### config.mk
export PLATFORM = sky130hd
export DESIGN_NAME = rps_round_controller
export DESIGN_NICKNAME = d
export VERILOG_FILES = /design/src/rtl/rps_pkg.sv /design/src/rtl/key_debounce.sv /design/src/rtl/rps_round_controller.sv
export SDC_FILE = /design/constraint.sdc
export NUM_CORES = 1
export LEC_CHECK = 0
export CAP_MARGIN = 5
export CORE_MARGIN = 4
export CORE_UTILIZATION = 55
export DETAILED_ROUTE_END_ITERATION = 10
export PLACE_DENSITY = 0.77
export SYNTH_ARGS = -nofsm -noshare
export SYNTH_HDL_FRONTEND = slang
export SYNTH_SLANG_ARGS = --single-unit
### constraint.sdc
create_clock -name clock -period 2.25 [get_ports clock]
set_input_delay 0.225 -clock clock [delete_from_list [all_inputs] [get_ports clock]]
set_output_delay 0.225 -clock clock [all_outputs]
set_load 0.1 [all_outputs]
### src/rtl/rps_pkg.sv
// Shared choice/mode encodings, controller state encoding and the win rule
// for the rock-paper-scissors round controller.
package rps_pkg;

   localparam logic [1:0] ROCK    = 2'b00;
   localparam logic [1:0] SCISSOR = 2'b01;
   localparam logic [1:0] PAPER   = 2'b10;
   localparam logic [1:0] INVALID = 2'b11;

   localparam logic [1:0] MODE_RANDOM    = 2'b00;
   localparam logic [1:0] MODE_MARKOV    = 2'b01;
   localparam logic [1:0] MODE_REINFORCE = 2'b10;

   typedef enum logic [2:0] {
      ST_IDLE     = 3'd0,
      ST_WAIT_RDY = 3'd1,
      ST_LATCH    = 3'd2,
      ST_JUDGE    = 3'd3,
      ST_DRAW     = 3'd4,
      ST_RELEASE  = 3'd5
   } state_e;

   // True when choice a defeats choice b.
   function automatic logic beats(input logic [1:0] a, input logic [1:0] b);
      return (a == ROCK    && b == SCISSOR) ||
             (a == SCISSOR && b == PAPER)   ||
             (a == PAPER   && b == ROCK);
   endfunction

endpackage

### src/rtl/key_debounce.sv
// Start-key conditioner: 2-flop synchroniser followed by a counter debouncer.
// level = debounced "key held", press = one-cycle pulse on the debounced press.
module key_debounce #(
   parameter int unsigned DEBOUNCE_CYCLES = 250000
) (
   input  logic clock,
   input  logic reset_n,
   input  logic key_n,
   output logic level,
   output logic press
);

   localparam int unsigned CNT_W = (DEBOUNCE_CYCLES > 1) ? $clog2(DEBOUNCE_CYCLES) : 1;
   localparam logic [CNT_W-1:0] CNT_MAX = CNT_W'(DEBOUNCE_CYCLES - 1);

   logic             sync1_q, sync2_q;
   logic [CNT_W-1:0] cnt_q, cnt_d;
   logic             level_q, level_d;
   logic             press_q, press_d;
   logic             key_held;

   assign key_held = ~sync2_q;

   // Accept a new level only after DEBOUNCE_CYCLES consecutive disagreeing samples.
   always_comb begin
      cnt_d   = '0;
      level_d = level_q;
      press_d = 1'b0;
      if (key_held != level_q) begin
         if (cnt_q == CNT_MAX) begin
            level_d = key_held;
            press_d = key_held;
         end else begin
            cnt_d = cnt_q + CNT_W'(1);
         end
      end
   end

   always_ff @(posedge clock or negedge reset_n) begin
      if (!reset_n) begin
         sync1_q <= 1'b1;
         sync2_q <= 1'b1;
         cnt_q   <= '0;
         level_q <= 1'b0;
         press_q <= 1'b0;
      end else begin
         sync1_q <= key_n;
         sync2_q <= sync1_q;
         cnt_q   <= cnt_d;
         level_q <= level_d;
         press_q <= press_d;
      end
   end

   assign level = level_q;
   assign press = press_q;

endmodule

### src/rtl/rps_round_controller.sv
// Runs one rock-paper-scissors round per debounced start press: wait for the
// computer player, latch choices, judge and score, then trigger the redraw.
module rps_round_controller
   import rps_pkg::*;
#(
   parameter int unsigned DEBOUNCE_CYCLES = 250000,
   parameter int unsigned READY_TIMEOUT   = 50000000,
   parameter int unsigned SCORE_W         = 8
) (
   input  logic               clock,
   input  logic               reset_n,
   input  logic               start_n,
   input  logic [1:0]         mode,
   input  logic [1:0]         user,
   input  logic [1:0]         com_ra,
   input  logic [1:0]         com_m,
   input  logic [1:0]         com_re,
   input  logic               re_ready,
   input  logic               draw_done,
   output logic [1:0]         com_loaded,
   output logic [1:0]         user_loaded,
   output logic [SCORE_W-1:0] user_score,
   output logic [SCORE_W-1:0] com_score,
   output logic               uwin,
   output logic               cwin,
   output logic               equ,
   output logic               learn_valid,
   output logic [1:0]         learn_user,
   output logic               draw_start,
   output logic               err,
   output logic               busy
);

   localparam int unsigned TMO_W = $clog2(READY_TIMEOUT + 1);
   localparam logic [TMO_W-1:0] TMO_LAST  = TMO_W'(READY_TIMEOUT - 1);
   localparam logic [SCORE_W-1:0] SCORE_MAX = '1;

   logic key_level, key_press;

   key_debounce #(.DEBOUNCE_CYCLES(DEBOUNCE_CYCLES)) u_key (
      .clock   (clock),
      .reset_n (reset_n),
      .key_n   (start_n),
      .level   (key_level),
      .press   (key_press)
   );

   state_e             state_q, state_d;
   logic [1:0]         mode_q, mode_d;
   logic [TMO_W-1:0]   tmo_q, tmo_d;
   logic [1:0]         com_loaded_q, com_loaded_d;
   logic [1:0]         user_loaded_q, user_loaded_d;
   logic [SCORE_W-1:0] user_score_q, user_score_d;
   logic [SCORE_W-1:0] com_score_q, com_score_d;
   logic               uwin_q, uwin_d, cwin_q, cwin_d, equ_q, equ_d;
   logic               learn_valid_q, learn_valid_d;
   logic [1:0]         learn_user_q, learn_user_d;
   logic               draw_start_q, draw_start_d;
   logic               draw_pend_q, draw_pend_d;
   logic               err_q, err_d;
   logic               busy_q, busy_d;
   logic [1:0]         sel_choice_c;

   always_comb begin
      case (mode_q)
         MODE_MARKOV:    sel_choice_c = com_m;
         MODE_REINFORCE: sel_choice_c = com_re;
         default:        sel_choice_c = com_ra;
      endcase
   end

   always_comb begin
      state_d       = state_q;
      mode_d        = mode_q;
      tmo_d         = tmo_q;
      com_loaded_d  = com_loaded_q;
      user_loaded_d = user_loaded_q;
      user_score_d  = user_score_q;
      com_score_d   = com_score_q;
      uwin_d        = uwin_q;
      cwin_d        = cwin_q;
      equ_d         = equ_q;
      learn_valid_d = 1'b0;
      learn_user_d  = learn_user_q;
      draw_start_d  = 1'b0;
      draw_pend_d   = draw_pend_q;
      err_d         = err_q;

      case (state_q)
         ST_IDLE: begin
            if (key_press) begin
               if (user == INVALID) begin
                  err_d   = 1'b1;
                  uwin_d  = 1'b0;
                  cwin_d  = 1'b0;
                  equ_d   = 1'b0;
                  state_d = ST_RELEASE;
               end else begin
                  mode_d  = mode;
                  err_d   = 1'b0;
                  tmo_d   = '0;
                  state_d = ST_WAIT_RDY;
               end
            end
         end
         ST_WAIT_RDY: begin
            if (mode_q != MODE_REINFORCE || re_ready) begin
               state_d = ST_LATCH;
            end else if (tmo_q == TMO_LAST) begin
               err_d   = 1'b1;
               state_d = ST_RELEASE;
            end else begin
               tmo_d = tmo_q + TMO_W'(1);
            end
         end
         ST_LATCH: begin
            // An invalid user choice here would break the one-hot judge, so abort too.
            if (sel_choice_c == INVALID || user == INVALID) begin
               err_d   = 1'b1;
               state_d = ST_RELEASE;
            end else begin
               com_loaded_d  = sel_choice_c;
               user_loaded_d = user;
               state_d       = ST_JUDGE;
            end
         end
         ST_JUDGE: begin
            uwin_d = 1'b0;
            cwin_d = 1'b0;
            equ_d  = 1'b0;
            if (user_loaded_q == com_loaded_q) begin
               equ_d = 1'b1;
            end else if (beats(user_loaded_q, com_loaded_q)) begin
               uwin_d = 1'b1;
               if (user_score_q != SCORE_MAX) user_score_d = user_score_q + SCORE_W'(1);
            end else begin
               cwin_d = 1'b1;
               if (com_score_q != SCORE_MAX) com_score_d = com_score_q + SCORE_W'(1);
            end
            learn_valid_d = 1'b1;
            learn_user_d  = user_loaded_q;
            draw_pend_d   = 1'b1;
            state_d       = ST_DRAW;
         end
         ST_DRAW: begin
            // draw_done counts from the cycle draw_start is visible onwards.
            if (draw_pend_q) begin
               draw_start_d = 1'b1;
               draw_pend_d  = 1'b0;
            end else if (draw_done) begin
               state_d = ST_RELEASE;
            end
         end
         ST_RELEASE: begin
            if (!key_level) state_d = ST_IDLE;
         end
         default: state_d = ST_IDLE;
      endcase

      busy_d = (state_d != ST_IDLE);
   end

   always_ff @(posedge clock or negedge reset_n) begin
      if (!reset_n) begin
         state_q       <= ST_IDLE;
         mode_q        <= '0;
         tmo_q         <= '0;
         com_loaded_q  <= '0;
         user_loaded_q <= '0;
         user_score_q  <= '0;
         com_score_q   <= '0;
         uwin_q        <= 1'b0;
         cwin_q        <= 1'b0;
         equ_q         <= 1'b0;
         learn_valid_q <= 1'b0;
         learn_user_q  <= '0;
         draw_start_q  <= 1'b0;
         draw_pend_q   <= 1'b0;
         err_q         <= 1'b0;
         busy_q        <= 1'b0;
      end else begin
         state_q       <= state_d;
         mode_q        <= mode_d;
         tmo_q         <= tmo_d;
         com_loaded_q  <= com_loaded_d;
         user_loaded_q <= user_loaded_d;
         user_score_q  <= user_score_d;
         com_score_q   <= com_score_d;
         uwin_q        <= uwin_d;
         cwin_q        <= cwin_d;
         equ_q         <= equ_d;
         learn_valid_q <= learn_valid_d;
         learn_user_q  <= learn_user_d;
         draw_start_q  <= draw_start_d;
         draw_pend_q   <= draw_pend_d;
         err_q         <= err_d;
         busy_q        <= busy_d;
      end
   end

   assign com_loaded  = com_loaded_q;
   assign user_loaded = user_loaded_q;
   assign user_score  = user_score_q;
   assign com_score   = com_score_q;
   assign uwin        = uwin_q;
   assign cwin        = cwin_q;
   assign equ         = equ_q;
   assign learn_valid = learn_valid_q;
   assign learn_user  = learn_user_q;
   assign draw_start  = draw_start_q;
   assign err         = err_q;
   assign busy        = busy_q;

endmodule
Word level (Yosys, flattened, before mapping)
Index checks and enable logic that the tools add are counted.
Widths: inputs -> output; s select.
Cells by class
  mux-type cells: 39
  reductions and logical operators: 23
  eq/ne operators: 27
  bitwise logic cells: 5
  add/sub/neg operators: 4
Operator list (count)
  $mux 26: 4
  $pmux 26 s2: 1
  $mux 18: 2
  $add 26x1->26 const B: 1
  $eq 26x26->1 const B: 1
  $mux 3: 8
  $add 18x1->18 const B: 1
  $eq 18x18->1 const B: 1
  $pmux 3 s6: 1
  $mux 1: 17
  $add 8x1->8 const B: 2
  $ne 8x8->1 const B: 2
  $ne 2x2->1 const B: 7
  $eq 2x2->1 const B: 5
  $reduce_and 5->1: 2
  $pmux 1 s2: 4
  $reduce_and 4->1: 2
  $eq 2x1->1 const B: 3
  $eq 3x2->1 const B: 2
  $eq 3x3->1 const B: 2
  $reduce_and 3->1: 2
  $reduce_bool 2->1: 3
  $reduce_bool 3->1: 2
  $not 1->1: 5
  11 further kinds: 18
Storage, ports and cells
  bits in registers: 83
  logic and storage cells: 119
  output and inout bits: 29
  input bits: 15

Depth between registers and ports, before layout
Gate-level depths: netlist of the first run.
  depth after elaboration: 7
  depth in mapped cells: 8
  gate-level depth less buffers: 7

Cells and area by module
A second synthesis of the first run with hierarchy kept.
Unflattened totals
  cell total of the unflattened synthesis: 438
  area total of the unflattened synthesis: 4377.9 sq um
By module, submodules not included
  rps_round_controller: area each 3301.9 sq um, instances 1, cells an instance 337, sequential area each 1526.5 sq um
  key_debounce: area each 1076.0 sq um, instances 1, cells an instance 101, sequential area each 553.0 sq um

Least setup slack after synthesis of the first run
Ideal clock, no wire load.
  kind: reg2reg
  start: register user_loaded_q[1], in the netlist user_loaded[1]
  end: register user_score_q[1], in the netlist user_score[1]
  slack: -239 ps
  period minus slack after synthesis: 2489 ps
  cell stages (with the launch flop): 6
  setup time: 126 ps
  arrival: 2363 ps
  path buffers: 1
  data required time: 2124 ps
  cells stage by stage: dfrtp_1 clkbuf_1 xor2_1 a21oi_1 a311oi_2 mux2_2
Between the ends
  cells in the longest elaborated chain, start to end: 5
  elaborated cells on any way between the ends: 11
  those cells by class: eq/ne: 3; bitwise: 1; reduce/logical: 7
Ends and longest elaborated chain
  start, declared: RTL line rps_round_controller.sv:52  | logic [1:0] user_loaded_q, user_loaded_d;
  start signal, assigned: RTL line rps_round_controller.sv:186  | user_loaded_q <= user_loaded_d;
  $eq 2x1->1 or $logic_not 2->1 (tied branches): RTL line rps_pkg.sv:26, rps_pkg.sv:25
  $logic_and 1x1->1 (on tied branches): RTL line rps_pkg.sv:26, rps_pkg.sv:25
  $logic_or 1x1->1: RTL line rps_pkg.sv:25  | return (a == ROCK && b == SCISSOR) ||
  $logic_or 1x1->1: RTL line rps_pkg.sv:26  | (a == SCISSOR && b == PAPER) ||
  $reduce_and 4->1 (no source line) *
  end signal, assigned: RTL line rps_round_controller.sv:187  | user_score_q <= user_score_d;
  end, declared: RTL line rps_round_controller.sv:53  | logic [SCORE_W-1:0] user_score_q, user_score_d;
Every way passes the cells marked *; elsewhere a longest branch is shown, timed or not.
A chain may end at the register's enable or synchronous reset.

Worst setup path in the final report of the first run
  start: register tmo_q[10]
  end: register tmo_q[25]
Between the ends
  cells in the longest elaborated chain, start to end: 4
  elaborated cells on any way between the ends: 7
  those cells by class: add/sub: 1; eq/ne: 2; mux: 3; reduce/logical: 1
Ends and longest elaborated chain
  start, declared: RTL line rps_round_controller.sv:50  | logic [TMO_W-1:0] tmo_q, tmo_d;
  start signal, assigned: RTL line rps_round_controller.sv:184  | tmo_q <= tmo_d;
  $add 26x1->26: RTL line rps_round_controller.sv:113  | tmo_d = tmo_q + TMO_W'(1);
  $mux 26: RTL line rps_round_controller.sv:109  | end else if (tmo_q == TMO_LAST) begin
  $mux 26: RTL line rps_round_controller.sv:107  | if (mode_q != MODE_REINFORCE || re_ready) begin
  $pmux 26 s2: RTL line rps_round_controller.sv:89  | case (state_q)
Parallel ways exist; a longest one is shown, timed or not. The select of a mux whose other input is x is not followed.

==> reports/results.ini, run 1 <==
[timing]
hold_viol=0
period_needed_ns=2.10
setup_viol=0
worst_slew_pin_slew_ns=0.655
fin_skew_ns=0.0149
timing.fmax_mhz=477
post-route-period-util_pct=93.3
rsz0062_at_grt=false
fin_setup_tns_ns=0
maxSlewHeadroom_pct=56.3
hold_slack_ns=0.268
maxSlewViolCount=0

[synthesis]
synthTopCellsByArea=dfrtp_1 (48%), xnor2_1 (3.9%), nand3_1 (3.3%), nand4_1 (3.1%), xor2_1 (3.1%)
syn_area_um2=4260
synth_top_area_share_pct=47.6
synth_edf_count=0
yosys_most_used_dff=dfrtp_1
syn_inst=428
yosysSeqAreaShare_pct=48.8
syn-num-nets=449
yosys_warnings=0
synth_cell_types=51
synth_top_area_cell=dfrtp_1
synth_seq_cells=83
syn_avg_cell_area_um2=9.95
async_reset_ff_share_pct=100

[clock_tree]
h-tree-depth=3
cts_tree=yes
cts_buffers=9
clkLatencyLatePin_ns=0.36
cts_root_buf=clkbuf_8
clock_sinks=83
cts_max_path_buffers=2
clk_pin_slew_ns=0.09

[final_layout]
antenna_cells=0
seqCellArea_um2=2090
most-common-layout-cells=dfrtp_1 (71), buf_4 (46), nor2_1 (31)
area_delta_synth_final_pct=18.9
fin_nets=506
multi_input_area_um2=2080
fin_area_um2=5060
final_common_cell=dfrtp_1
fin_cells=589
fill_cells=569
drive_gt1_share_pct=20.0

[floorplan]
core_area_um2=7410
start_util_pct=57.5
die_area_um2=9220
die_w_um=96.0
core.rowCount=31
ios=44
die_h_um=96.0

[drt]
viasPerCell=5.95
drc=0
drtIter0Drc=166
drt_wl_total_um=9250
wl_per_cell_um=15.7
num_vias=3507
dr.pass1.iters=4
ant_nets=0

[global_routing]
first_global_vias=3459
antenna_found_initial=0
grt.total_usage_pct=21.8
grt_max_degree=51
grt_pass1_wl_um=15800
gr-total-overflow=0

[critical_path]
cp.arrival_ns=2.39
reg2reg_slack_ns=0.15
crit_fanout=9
reg2reg_from=tmo_q[10]$_DFFE_PN0P_
start_kind=flip-flop
end_kind=flip-flop
r2r-end=tmo_q[25]$_DFFE_PN0P_
startpoint=tmo_q[10]$_DFFE_PN0P_
ff2ff_path_depth=5
cp.required_ns=2.54
critPathKind=flip-flop to flip-flop

[hold_path]
min_path_cells=1
hold_path.class=primary input to flip-flop
min_to=u_key.sync1_q$_DFF_PN1_
min_from=start_n

[placement]
placed_cell_area_um2=4830
place_congestion=0.893
place_hpwl_um=6760
io_buffers=43
numPlacedInstances=572

[run_status]
status=completed

[pwr]
ir_drop_uv=668
p_per_area_nw_per_um2=921
leakagePower_nw=2.15
power_mw=4.66

[run]
drv_cap=0

==> through the flow <==
step	setup slack, ns	utilization, %
6_report	0.152	68.3
5_1_grt	0.00727	68.3
4_1_cts	0.0242	68.1
3_5_place_dp	0.0169	65.2
3_3_place_gp	0.107	65.2
2_1_floorplan	0.0295	-
==> layout make-up <==
type                            instances  share of cell area, %
Clock inverter                          7                   1.61
Tap cell                               99                   2.45
Multi-Input combinational cell        319                   41.1
Sequential cell                        83                   41.3
Clock buffer                            9                   2.45
Inverter                               10                  0.741
Timing Repair Buffer                   62                   10.4
==> Yosys cell counts (all sizes together), types with 3 or more instances <==
cell / instances
a31oi: 3
mux2: 8
or3: 5
and3: 15
nor2: 32
o31ai: 17
nor4: 4
a311oi: 3
nand4: 21
nand2b: 3
and4: 7
xnor2: 19
or4: 16
inv: 10
dfrtp: 81
a21oi: 25
buf: 4
xor2: 15
nand2: 31
and2: 4
o22a: 3
nor3: 8
nand3: 28
o21ai: 18
clkbuf: 12
ha: 6
==> cell families (layout without fill, tap and decap cells) <==
family,count (synthesis),after routing,share of synthesized area [%]
xor+xnor,34,34,6.99
flops,83,83,48.8
fa+ha+maj,6,6,1.76
mux,9,9,2.35
compound gates,82,82,12.6
buf+inv,26,88,2.73
simple gates,188,188,24.8
==> worst max path at each step <==
stage | endpoint | slack [ns]
global route | tmo_q[16]$_DFFE_PN0P_ | 0.007
CTS | busy$_DFF_PN0_ | 0.02
finish | tmo_q[25]$_DFFE_PN0P_ | 0.15
global placement | com_loaded[0]$_DFFE_PN0P_ | 0.11
detailed placement | tmo_q[25]$_DFFE_PN0P_ | 0.02
floorplan | user_score[1]$_DFFE_PN0P_ | 0.03
==> metal layers <==
| layer | part of all wire, % | GRT usage [%] |
|---|---|---|
| met2 | 49 | 35.0 |
| met4 | 1.3 | 5.92 |
| met1 | 46 | 29.1 |
| met3 | 4.0 | 6.02 |
| met5 | 0 | 0 |
==> registers in the layout, indices dropped and copies added, names as in the netlist, 2 cells and up <==
register / flops
learn_user: 2
com_score: 8
tmo_q: 26
u_key.cnt_q: 18
mode_q: 2
com_loaded: 2
user_loaded: 2
user_score: 8
state_q: 3
==> critical path: stages (launching register included) <==
cell,delay [ns]
dfrtp_1,0.45
and4_1,0.27
and3_1,0.23
nand4_1,0.34
or4_1,0.60
a21oi_1,0.15
==> where the power goes <==
part	internal [mW]	switching, mW
clock	0.528	0.587
sequential	1.65	0.182
combinational	0.488	1.23
==> timing repair <==
action | CTS | global route
hold buffers | 1 | 0
resized for setup | 0 | 6
buffers inserted | 0 | 0
endpoints found under the setup margin | 0 | 14
hold endpoints to repair | 33 | 0
(Power assumes the default switching activity.)
==> run 2: changes to the inputs <==
--- a/config.mk
+++ b/config.mk
@@ -5,11 +5,10 @@
 export SDC_FILE = /design/constraint.sdc
 export NUM_CORES = 1
 export LEC_CHECK = 0
-export CAP_MARGIN = 5
 export CORE_MARGIN = 4
-export CORE_UTILIZATION = 55
+export CORE_UTILIZATION = 30
 export DETAILED_ROUTE_END_ITERATION = 10
-export PLACE_DENSITY = 0.77
+export PLACE_DENSITY = 0.47
 export SYNTH_ARGS = -nofsm -noshare
 export SYNTH_HDL_FRONTEND = slang
 export SYNTH_SLANG_ARGS = --single-unit
==> reports/results.ini, run 2 (synthesized netlist as in run 1, its figures left out) <==
[run]
drv_cap=0  ; unchanged

[final_layout]
utilization_pct=38.5  ; -30 points
antenna_cells=0  ; unchanged
drive_gt1_share_pct=20.7  ; +0.72 points
reg_top3=tmo_q x26, u_key.cnt_q x18
largest_reg_flops=26  ; unchanged
area_delta_synth_final_pct=25.5
final_common_cell=dfrtp_1
fill_cells=1440  ; +150%
regMostFlops=tmo_q
most-common-layout-cells=dfrtp_1 (71), buf_4 (52), nor2_1 (32)
fin_nets=513  ; +1.4%

[critical_path]
slowest_delay_ns=0.49  ; -0.11 ns
crit_fanout=14  ; +5
cp.arrival_ns=2.36  ; -0.03 ns
slowest_stage=or4_1
start_kind=flip-flop
cp.required_ns=2.51  ; -0.03 ns
end_kind=flip-flop
cpLargestDelayFamily=simple AND/OR/NAND/NOR gates
critical_path_buf_inv_count=2  ; +2
critPathKind=flip-flop to flip-flop
crit_chain=inv_1 > ha_2 > nor2b_4 > a22o_1 > nand3_1 > buf_6 > or4_1 > a21oi_1

[timing]
rsz0062_at_grt=false
timing.fmax_mhz=476  ; -0.11%
maxSlewViolCount=0  ; unchanged
hold_viol=0  ; unchanged
setup_viol=0  ; unchanged
fin_setup_tns_ns=0  ; unchanged
finalWorstSetupSlack_ns=0.150  ; -0.00230 ns
period_needed_ns=2.10  ; +0.00230 ns
post-route-period-util_pct=93.4  ; +0.10 points
fin_skew_ns=0.0100  ; -0.00488 ns
worst_slew_pin_slew_ns=0.578  ; -0.0766 ns
maxSlewHeadroom_pct=61.5  ; +5.1 points

[floorplan]
die_h_um=127  ; +32%
core_area_um2=13900  ; +87%
ios=44  ; unchanged
start_util_pct=30.7  ; -27 points
die_area_um2=16200  ; +75%
die_w_um=127  ; +32%
core.rowCount=43  ; +39%

[global_routing]
first_global_vias=3467  ; +0.23%
antenna_found_initial=0  ; unchanged
grt_max_degree=42  ; -18%
grt.total_usage_pct=13.8  ; -8.0 points
grt_pass1_wl_um=18100  ; +15%
gr-total-overflow=0  ; unchanged

[pwr]
leakagePower_nw=2.25  ; +4.6%
ir_drop_uv=742  ; +11%
p_per_area_nw_per_um2=972  ; +5.6%
power_mw=5.20  ; +11%

[placement]
dp_slack_ns=0.0178  ; +0.000961 ns
place_hpwl_um=7700  ; +14%
io_buffers=43  ; unchanged
place_congestion=0.768  ; -14%

[drt]
drc=0  ; unchanged
ant_nets=0  ; unchanged
dr.pass1.iters=4  ; unchanged
drtIter0Drc=169  ; +1.8%
viasPerCell=5.09  ; -15%
wl_per_cell_um=15.5  ; -1.2%
drt_wl_total_um=10500  ; +14%
num_vias=3445  ; -1.8%

[clock_tree]
clkLatencyLatePin_ns=0.34  ; -0.02 ns
clk_pin_slew_ns=0.07  ; -0.02 ns
cts_root_buf=clkbuf_16
post_cts_buffers=0  ; unchanged
h-tree-depth=3  ; unchanged
cts_tree=yes
cts_buffers=9  ; unchanged
cts_max_path_buffers=2  ; unchanged
clock_sinks=83  ; unchanged

[run_status]
status=completed

[hold_path]
hold_path.class=primary input to flip-flop

## run 2: final timing paths
path | from | end | slack [ns] | depth (start not counted)
setup / recovery | mode_q[0]$_DFFE_PN0P_ | tmo_q[8]$_DFFE_PN0P_ | 0.15 | 8
hold / removal | start_n | u_key.sync1_q$_DFF_PN1_ | 0.34 | 1
setup reg to reg | mode_q[0]$_DFFE_PN0P_ | tmo_q[8]$_DFFE_PN0P_ | 0.15 | 8
hold reg to reg | u_key.sync1_q$_DFF_PN1_ | u_key.sync2_q$_DFF_PN1_ | 0.37 | 0
max in group asynchronous | reset_n | u_key.sync2_q$_DFF_PN1_ | 1.19 | 3
min in group asynchronous | reset_n | u_key.cnt_q[12]$_DFF_PN0_ | 0.42 | 2
## run 2: worst reg2reg max path, cell delays in order (launching register included)
cell     delay (ns)
dfrtp_1        0.39
inv_1          0.08
ha_2           0.22
nor2b_4        0.16
a22o_1         0.23
nand3_1        0.12
buf_6          0.18
or4_1          0.50
a21oi_1        0.15
## run 2: routing by layer
| layer | GRT usage, % | share of wire, % |
|---|---|---|
| met2 | 20.0 | 44 |
| met5 | 0 | 0 |
| met3 | 2.17 | 2.8 |
| met1 | 20.5 | 51 |
| met4 | 5.68 | 1.8 |
## run 2: cell type report
type	instances	area [µm²]	share of cell area, %
Sequential cell	83	2090	39.1
Multi-Input combinational cell	319	2080	39.0
Timing Repair Buffer	69	582	10.9
Clock buffer	11	243	4.54
Tap cell	180	225	4.21
Clock inverter	5	83.8	1.57
Inverter	10	37.5	0.702
## run 2: timing repair
action,4_1_cts,5_1_grt
endpoints found under the hold margin,37,0
hold buffers,1,0
endpoints found under the setup margin,0,19
gates resized for setup,0,6
## run 2: power breakdown
part | switching [mW] | internal, mW
registers | 0.205 | 1.65
logic | 1.23 | 0.488
clock network | 0.615 | 1.01
## run 2: through the flow
stage	cells	hold WS (ns)	instance area, µm²
after CTS	677	0.319	5320
final	677	0.342	5350
after floorplan	428	-0.0706	4270
after detailed placement	660	0.269	4990
after global routing	677	0.334	5350
after global placement	660	0.269	4990
